[src/rtl/umidificador_pwm.sv]
// Vaporizer PWM actuator: soft duty ramps plus minimum on/off dwell so a
// chattering humidity controller cannot short-cycle the humidifier.
module umidificador_pwm #(
  parameter int TICK_DIV  = 1000,
  parameter int MIN_ON    = 4,
  parameter int MIN_OFF   = 4,
  parameter int RAMP_STEP = 10
) (
  input  logic       clk,
  input  logic       rst_n,
  input  logic       liga,
  input  logic [6:0] potencia,
  output logic       pwm_out,
  output logic       ativo,
  output logic       bloqueado,
  output logic [6:0] duty_atual,
  output logic [2:0] estado
);

  typedef enum logic [2:0] {
    DESLIGADO = 3'd0,
    SUBINDO   = 3'd1,
    LIGADO    = 3'd2,
    DESCENDO  = 3'd3
  } estado_e;

  localparam int PW     = (TICK_DIV > 1) ? $clog2(TICK_DIV) : 1;
  localparam int DW_MAX = (MIN_ON > MIN_OFF) ? MIN_ON : MIN_OFF;
  localparam int DW     = (DW_MAX > 0) ? $clog2(DW_MAX + 1) : 1;

  localparam logic [PW-1:0] PRESC_LAST = PW'(TICK_DIV - 1);
  localparam logic [DW-1:0] DW_SAT     = DW'(DW_MAX);
  localparam logic [DW-1:0] MIN_ON_C   = DW'(MIN_ON);
  localparam logic [DW-1:0] MIN_OFF_C  = DW'(MIN_OFF);
  localparam logic [7:0]    STEP       = 8'(RAMP_STEP);

  logic [PW-1:0] presc_q, presc_d;
  logic [6:0]    pwm_cnt_q, pwm_cnt_d;
  estado_e       state_q, state_d;
  logic [6:0]    duty_q, duty_d;
  logic [DW-1:0] on_q, on_d, off_q, off_d;
  logic          pwm_q;

  logic          tick, period_end;
  logic [6:0]    alvo7, toward, ramp_down, first_duty;
  logic [7:0]    alvo8, duty8, up_sum, dn_lim;
  logic [DW-1:0] on_inc, off_inc;

  assign tick       = (presc_q == PRESC_LAST);
  assign period_end = tick && (pwm_cnt_q == 7'd99);
  assign presc_d    = tick ? '0 : presc_q + 1'b1;
  assign pwm_cnt_d  = !tick ? pwm_cnt_q : ((pwm_cnt_q == 7'd99) ? 7'd0 : pwm_cnt_q + 7'd1);

  // 8-bit intermediates: alvo and duty are <= 100 and the step <= 100, so sums stay below 256.
  assign alvo7      = (potencia > 7'd100) ? 7'd100 : potencia;
  assign alvo8      = {1'b0, alvo7};
  assign duty8      = {1'b0, duty_q};
  assign up_sum     = duty8 + STEP;
  assign dn_lim     = alvo8 + STEP;
  assign toward     = (duty8 < alvo8) ? ((up_sum > alvo8) ? alvo7 : 7'(up_sum))
                                      : ((duty8 > dn_lim) ? 7'(duty8 - STEP) : alvo7);
  assign ramp_down  = (duty8 > STEP) ? 7'(duty8 - STEP) : 7'd0;
  assign first_duty = (alvo8 < STEP) ? alvo7 : 7'(STEP);

  // Dwell comparisons include the period_end currently being counted.
  assign on_inc  = (on_q  == DW_SAT) ? on_q  : on_q  + 1'b1;
  assign off_inc = (off_q == DW_SAT) ? off_q : off_q + 1'b1;

  // NOTE: every output of this block gets a default first, so no path can infer a latch.
  always_comb begin
    state_d = state_q;
    duty_d  = duty_q;
    on_d    = on_q;
    off_d   = off_q;
    if (period_end) begin
      unique case (state_q)
        DESLIGADO: begin
          off_d = off_inc;
          if (liga && off_inc >= MIN_OFF_C) begin
            state_d = SUBINDO;
            duty_d  = first_duty;
            on_d    = '0;
          end else begin
            duty_d  = 7'd0;
          end
        end
        SUBINDO, LIGADO: begin
          on_d = on_inc;
          if (!liga && on_inc >= MIN_ON_C) begin
            state_d = DESCENDO;
            duty_d  = ramp_down;
          end else if (state_q == SUBINDO && duty8 == alvo8) begin
            state_d = LIGADO;
          end else begin
            duty_d  = toward;
          end
        end
        DESCENDO: begin
          on_d = on_inc;
          if (liga) begin
            state_d = SUBINDO;
          end else if (duty_q == 7'd0) begin
            state_d = DESLIGADO;
            off_d   = '0;
          end else begin
            duty_d  = ramp_down;
          end
        end
        default: begin
          state_d = DESLIGADO;
          duty_d  = 7'd0;
        end
      endcase
    end
  end

  // NOTE: sequential state uses non-blocking assignments so all registers update together.
  always_ff @(posedge clk or negedge rst_n) begin
    if (!rst_n) begin
      presc_q   <= '0;
      pwm_cnt_q <= 7'd0;
      state_q   <= DESLIGADO;
      duty_q    <= 7'd0;
      on_q      <= '0;
      off_q     <= MIN_OFF_C;
      pwm_q     <= 1'b0;
    end else begin
      presc_q   <= presc_d;
      pwm_cnt_q <= pwm_cnt_d;
      state_q   <= state_d;
      duty_q    <= duty_d;
      on_q      <= on_d;
      off_q     <= off_d;
      pwm_q     <= (pwm_cnt_q < duty_q) && (state_q != DESLIGADO);
    end
  end

  assign pwm_out    = pwm_q;
  assign ativo      = (state_q != DESLIGADO);
  assign bloqueado  = liga && (state_q == DESLIGADO) && (off_q < MIN_OFF_C);
  assign duty_atual = duty_q;
  assign estado     = state_q;

endmodule

[config.mk]
export PLATFORM = sky130hd
export DESIGN_NAME = umidificador_pwm
export DESIGN_NICKNAME = d
export VERILOG_FILES = /design/src/rtl/umidificador_pwm.sv
export SDC_FILE = /design/constraint.sdc
export NUM_CORES = 1
export LEC_CHECK = 0
export CAP_MARGIN = 20
export CELL_PAD_IN_SITES_DETAIL_PLACEMENT = 2
export CELL_PAD_IN_SITES_GLOBAL_PLACEMENT = 2
export CORE_MARGIN = 5
export CORE_UTILIZATION = 38
export CTS_BUF_LIST = sky130_fd_sc_hd__clkbuf_8
export CTS_CLUSTER_SIZE = 16
export DETAILED_ROUTE_END_ITERATION = 10
export PLACE_DENSITY = 0.93
export SLEW_MARGIN = 20
export SYNTH_ARGS = -nofsm -noshare
export SYNTH_HDL_FRONTEND = slang
export SYNTH_SLANG_ARGS = --single-unit
[constraint.sdc]
create_clock -name clk -period 3.59 [get_ports clk]
set_clock_uncertainty 0.1 [all_clocks]
set_input_delay 1.077 -clock clk [delete_from_list [all_inputs] [get_ports clk]]
set_output_delay 1.077 -clock clk [all_outputs]
set_load 0.01 [all_outputs]
# Word-level counts from Yosys, hierarchy flattened
# Index checks and enable logic that the tools add are counted.
# word_totals
regBits	34
output_inout_bits	13
# classes
addsub	7
order_cmp	10
eq_ne	15
muxes	26
reduce_logical	19
# ops
op	count
$mux 7	12
$mux 3	9
$pmux 7 s3	1
$add 7x4->8 const B	2
$lt 7x7->1	2
$pmux 3 s2	2
$reduce_and 4->1	3
$add 10x1->10 const B	1
$eq 10x10->1 const B	1
$mux 10	1
$ne 3x3->1 const B	3
$pmux 3 s3	1
$gt 7x8->1	1
$gt 8x7->1	1
$ne 2x2->1 const B	4
$add 7x1->7 const B	1
$eq 7x7->1	1
$eq 7x7->1 const B	1
$gt 7x4->1 const B	1
$gt 7x7->1 const B	1
$logic_and 1x1->1	7
$logic_not 7->1	1
$lt 7x4->1 const B	1
$sub 7x4->7 const B	1
13 further kinds	18

# Depth between registers and ports, before layout
# depth
depth_word	9
ltp_mapped	14

# Least setup slack after synthesis
# Ideal clock, no wire load.
# synth_path
path_type	input to register
from	input port potencia[3]
to	register duty_q[5] (netlist: duty_atual[5])
setup_time_ns	0.081
arrival_ns	3.942
required_ns	3.409
setup_slack_ns	-0.533
path_stages	14
path_cell_list	o311ai_0 nand2_1 inv_1 ha_1 o211ai_1 xnor2_1 ha_1 a21oi_1 nor2b_1 or4_4 and2_4 a22o_1 a311o_1 a31oi_2
# synth_via
elab_chain_len	9
# synth_rtl
element	line_no	source
from (decl)	12	input logic [6:0] potencia,
$gt 7x7->1	55	assign alvo7 = (potencia > 7'd100) ? 7'd100 : potencia;
$mux 7 *	55	
$add 7x4->8	59	assign dn_lim = alvo8 + STEP;
$gt 7x8->1	61	: ((duty8 > dn_lim) ? 7'(duty8 - STEP) : alvo7);
$mux 7	61	
$mux 7	60	assign toward = (duty8 < alvo8) ? ((up_sum > alvo8) ? alvo7 : 7'(up_sum))
$mux 7	92	end else if (state_q == SUBINDO && duty8 == alvo8) begin
$mux 7	89	if (!liga && on_inc >= MIN_ON_C) begin
$pmux 7 s3	76	unique case (state_q)
to (signal assigned)	131	duty_q <= duty_d;
to (decl)	40	logic [6:0] duty_q, duty_d;
# Every way passes the cells marked *; elsewhere a longest branch is shown, timed or not. The select of a mux whose other input is x is not followed.
# A chain may end at the register's enable or synchronous reset.

# Worst setup path in the final report
# Ends and elaborated chain as after synthesis.

==> flow_metrics.tcl <==
set metrics [dict create \
    cts.sinks 33 \
    slew_viol_final 0 \
    hold_buffers 0 \
    path_clk_slew_ps 80 \
    critPathMaxFanout 4 \
    dr_wl_met2_um 7350 \
    violations "negative setup slack" \
    final_cell_count_no_fill 518 \
    overflow 0 \
    fp-row-count 32 \
    critPathLaunchType "input pin" \
    dp_cells 500 \
    rrSetupSlack_ps -10 \
    coreArea_sq_mm 0.00769 \
    crit_path_end_kind "register" \
    stdcell_area_sq_mm 0.00394 \
    final_common_cell "buf_4" \
    min_path_cells 1 \
    fin_crit_sh 1.11 \
    yosysSeqAreaShare 0.276 \
    rsz0062_at_grt "true" \
    critPathRequiredTime_ps 3710 \
    pwr_density_cell_mw_per_mm2 238 \
    met3_length_um 598 \
    max_freq_ghz 0.251 \
    ys_types 73 \
    diodes 0 \
    dpl.hpwl_um 9290 \
    tightestPinTransition_ps 820 \
    nFillCells 823 \
    ys_ff_latch 33 \
    fin_nets 463 \
    synth_edf_count 0 \
    netlist_top_cells_area "dfrtp_1 27%, ha_1 16%, nor2_1 4.9%, nand2_1 4.5%, xnor2_1 3.8%" \
    top_layer "met4" \
    via_per_inst 6.18 \
    power.total_mw 0.938 \
    synth_top_area_share 0.267 \
    grtUsageTotal 0.288 \
    startpoint "potencia[3]" \
    grt_start_max_net_pins 34 \
    vias 3201 \
    finalHoldViolations 0 \
    peakVddDrop_mv 0.168 \
    setup_slack_ps -396 \
    r2r_cells 11 \
    avgSynthCellArea_sq_um 8.64 \
    grt_pass1_wl_um 21600 \
    numCtsBuffers 5 \
    io_pins 23 \
    antenna_found_initial 0 \
    placed_area_sq_mm 0.00360 \
    setup_tns_ps -2350 \
    grt_pass1_vias 3777 \
    path_class "input pin to register" \
    synth_nets 395 \
    drv_cap 0 \
    min_period_ps 3990 \
    min_path_type "register to register" \
    ys.flop_type "dfrtp_1" \
    synthArstFlopShare 1.00 \
    met1_length_um 5440 \
    port_buffers 21 \
    die-area_sq_mm 0.00977 \
    setup_violations 7 \
    cts_root_buffer "clkbuf_8" \
    htreeDepth 2 \
    insertion_delay_ps 300 \
    gp_congestion 0.884 \
    post_drt_wl_per_cell_um 27.8 \
    drt-total-wl_um 14400 \
    drive_above_1_share 0.250 \
    cts_tree "done" \
    dr.pass1.iters 4 \
    r2r_end "duty_atual[2]$_DFFE_PN0P_" \
    mostFrequentLayoutCells "44 x buf_4, 37 x nor2_1, 37 x ha_1" \
    drc 0 \
    dieHeight_um 98.8 \
    holdWs_ps 384 \
    min_to "presc_q[0]$_DFF_PN0_" \
    antenna_left 0 \
    status "complete, but fails checks" \
    start_util 0.390 \
    dr.first_iter.drc_count 194 \
    cellLeakagePower_nw 1.85 \
    yosysWarningCount 0 \
    r2r-start "duty_atual[1]$_DFFE_PN0P_" \
    syn_area_sq_mm 0.00300 \
    syn-instance-count 347 \
    die_w_um 98.8 \
    slew_headroom 0.449 \
    cp_data_arrival_time_ps 4110 \
    cts_max_path_buffers 2 \
    syn_to_final_growth_pct 31.3 \
    min_from "presc_q[0]$_DFF_PN0_" \
    synth_largest_area_cell "dfrtp_1" \
]
==> power by group <==
part	internal, mW	switching [mW]	leakage (nW)
Clock	0.224	0.163	0.0626
Combinational	0.0768	0.103	1.38
Sequential	0.371	0	0.406
Total	0.672	0.266	1.85
==> final cells by class <==
class	instances	area [sq um]	share of cell area
Timing Repair Buffer	67	583	0.148
Tap cell	102	128	0.0324
Clock inverter	2	33.8	0.00858
Clock buffer	6	82.6	0.0210
Sequential cell	33	827	0.210
Multi-Input combinational cell	285	2190	0.557
Inverter	23	88.8	0.0226
==> worst max-delay path by stage <==
stage and endpoint:
5_1_grt duty_atual[5]$_DFFE_PN0P_, 6_report duty_atual[5]$_DFFE_PN0P_, 4_1_cts duty_atual[5]$_DFFE_PN0P_, 2_1_floorplan duty_atual[5]$_DFFE_PN0P_
3_3_place_gp duty_atual[5]$_DFFE_PN0P_, 3_5_place_dp duty_atual[5]$_DFFE_PN0P_
==> what timing repair did <==
action                     in CTS  in global routing
resized for setup              41                 22
pin swaps                      20                 20
setup endpoints to repair       7                  8
buffers inserted                7                  3
==> synth_stat cells, types with 2 or more instances <==
| cell | count |
|---|---|
| nand3_1 | 12 |
| a311oi_1 | 2 |
| dfrtp_1 | 32 |
| nand4_1 | 3 |
| clkbuf_1 | 2 |
| nand2_1 | 36 |
| a21o_1 | 9 |
| and3_1 | 7 |
| nor3b_1 | 2 |
| nor2b_1 | 4 |
| o21a_1 | 4 |
| inv_1 | 23 |
| a211oi_1 | 3 |
| nor3_1 | 7 |
| nand2b_1 | 3 |
| and4_1 | 3 |
| o21ai_0 | 15 |
| o22ai_1 | 2 |
| o221a_2 | 2 |
| o211ai_1 | 2 |
| nand2_2 | 2 |
| ha_1 | 38 |
| a31oi_1 | 7 |
| nor4_1 | 2 |
| xnor2_1 | 13 |
| a21oi_1 | 20 |
| xor2_1 | 7 |
| a221o_1 | 2 |
| nor2_1 | 39 |
==> worst max-delay path: stages <==
cell	delay, ps
buf_12	110
o311ai_4	310
nand2_2	130
inv_4	100
ha_4	140
o211ai_1	100
xnor2_1	150
ha_1	340
a21oi_2	180
nor2b_2	70
or4_4	530
and2_4	190
a22o_1	200
a311o_1	310
a31oi_2	160
==> sequential cells by signal, indices dropped and copies added, names as in the netlist <==
register,cells
presc_q,10
duty_atual,7
pwm_cnt_q,7
off_q,3
on_q,3
estado,2
pwm_out,1
==> stage by stage <==
stage	util	worst slack, ps
after floorplan	-	-300
after global placement	0.469	-850
after detailed placement	0.469	-1090
after CTS	0.496	-277
after global routing	0.512	-459
final	0.512	-396
==> kinds of logic after synthesis <==
| group | after synthesis | synth area share |
|---|---|---|
| AO/OA/AOI/OAI | 92 | 0.227 |
| XOR/XNOR | 20 | 0.0584 |
| adder cells (fa/ha/maj) | 38 | 0.159 |
| buffers and inverters | 29 | 0.0409 |
| flip-flops | 33 | 0.276 |
| multiplexers | 1 | 0.00376 |
| other | 1 | 0.00125 |
| AND/OR/NAND/NOR | 133 | 0.234 |
==> routing by layer <==
metal	track usage	vias up
met5	0	-
met2	0.513	126
met3	0.0580	71
li1	-	1398
met1	0.311	1606
met4	0.179	0
No activity file was read; power rests on OpenSTA's default activity.
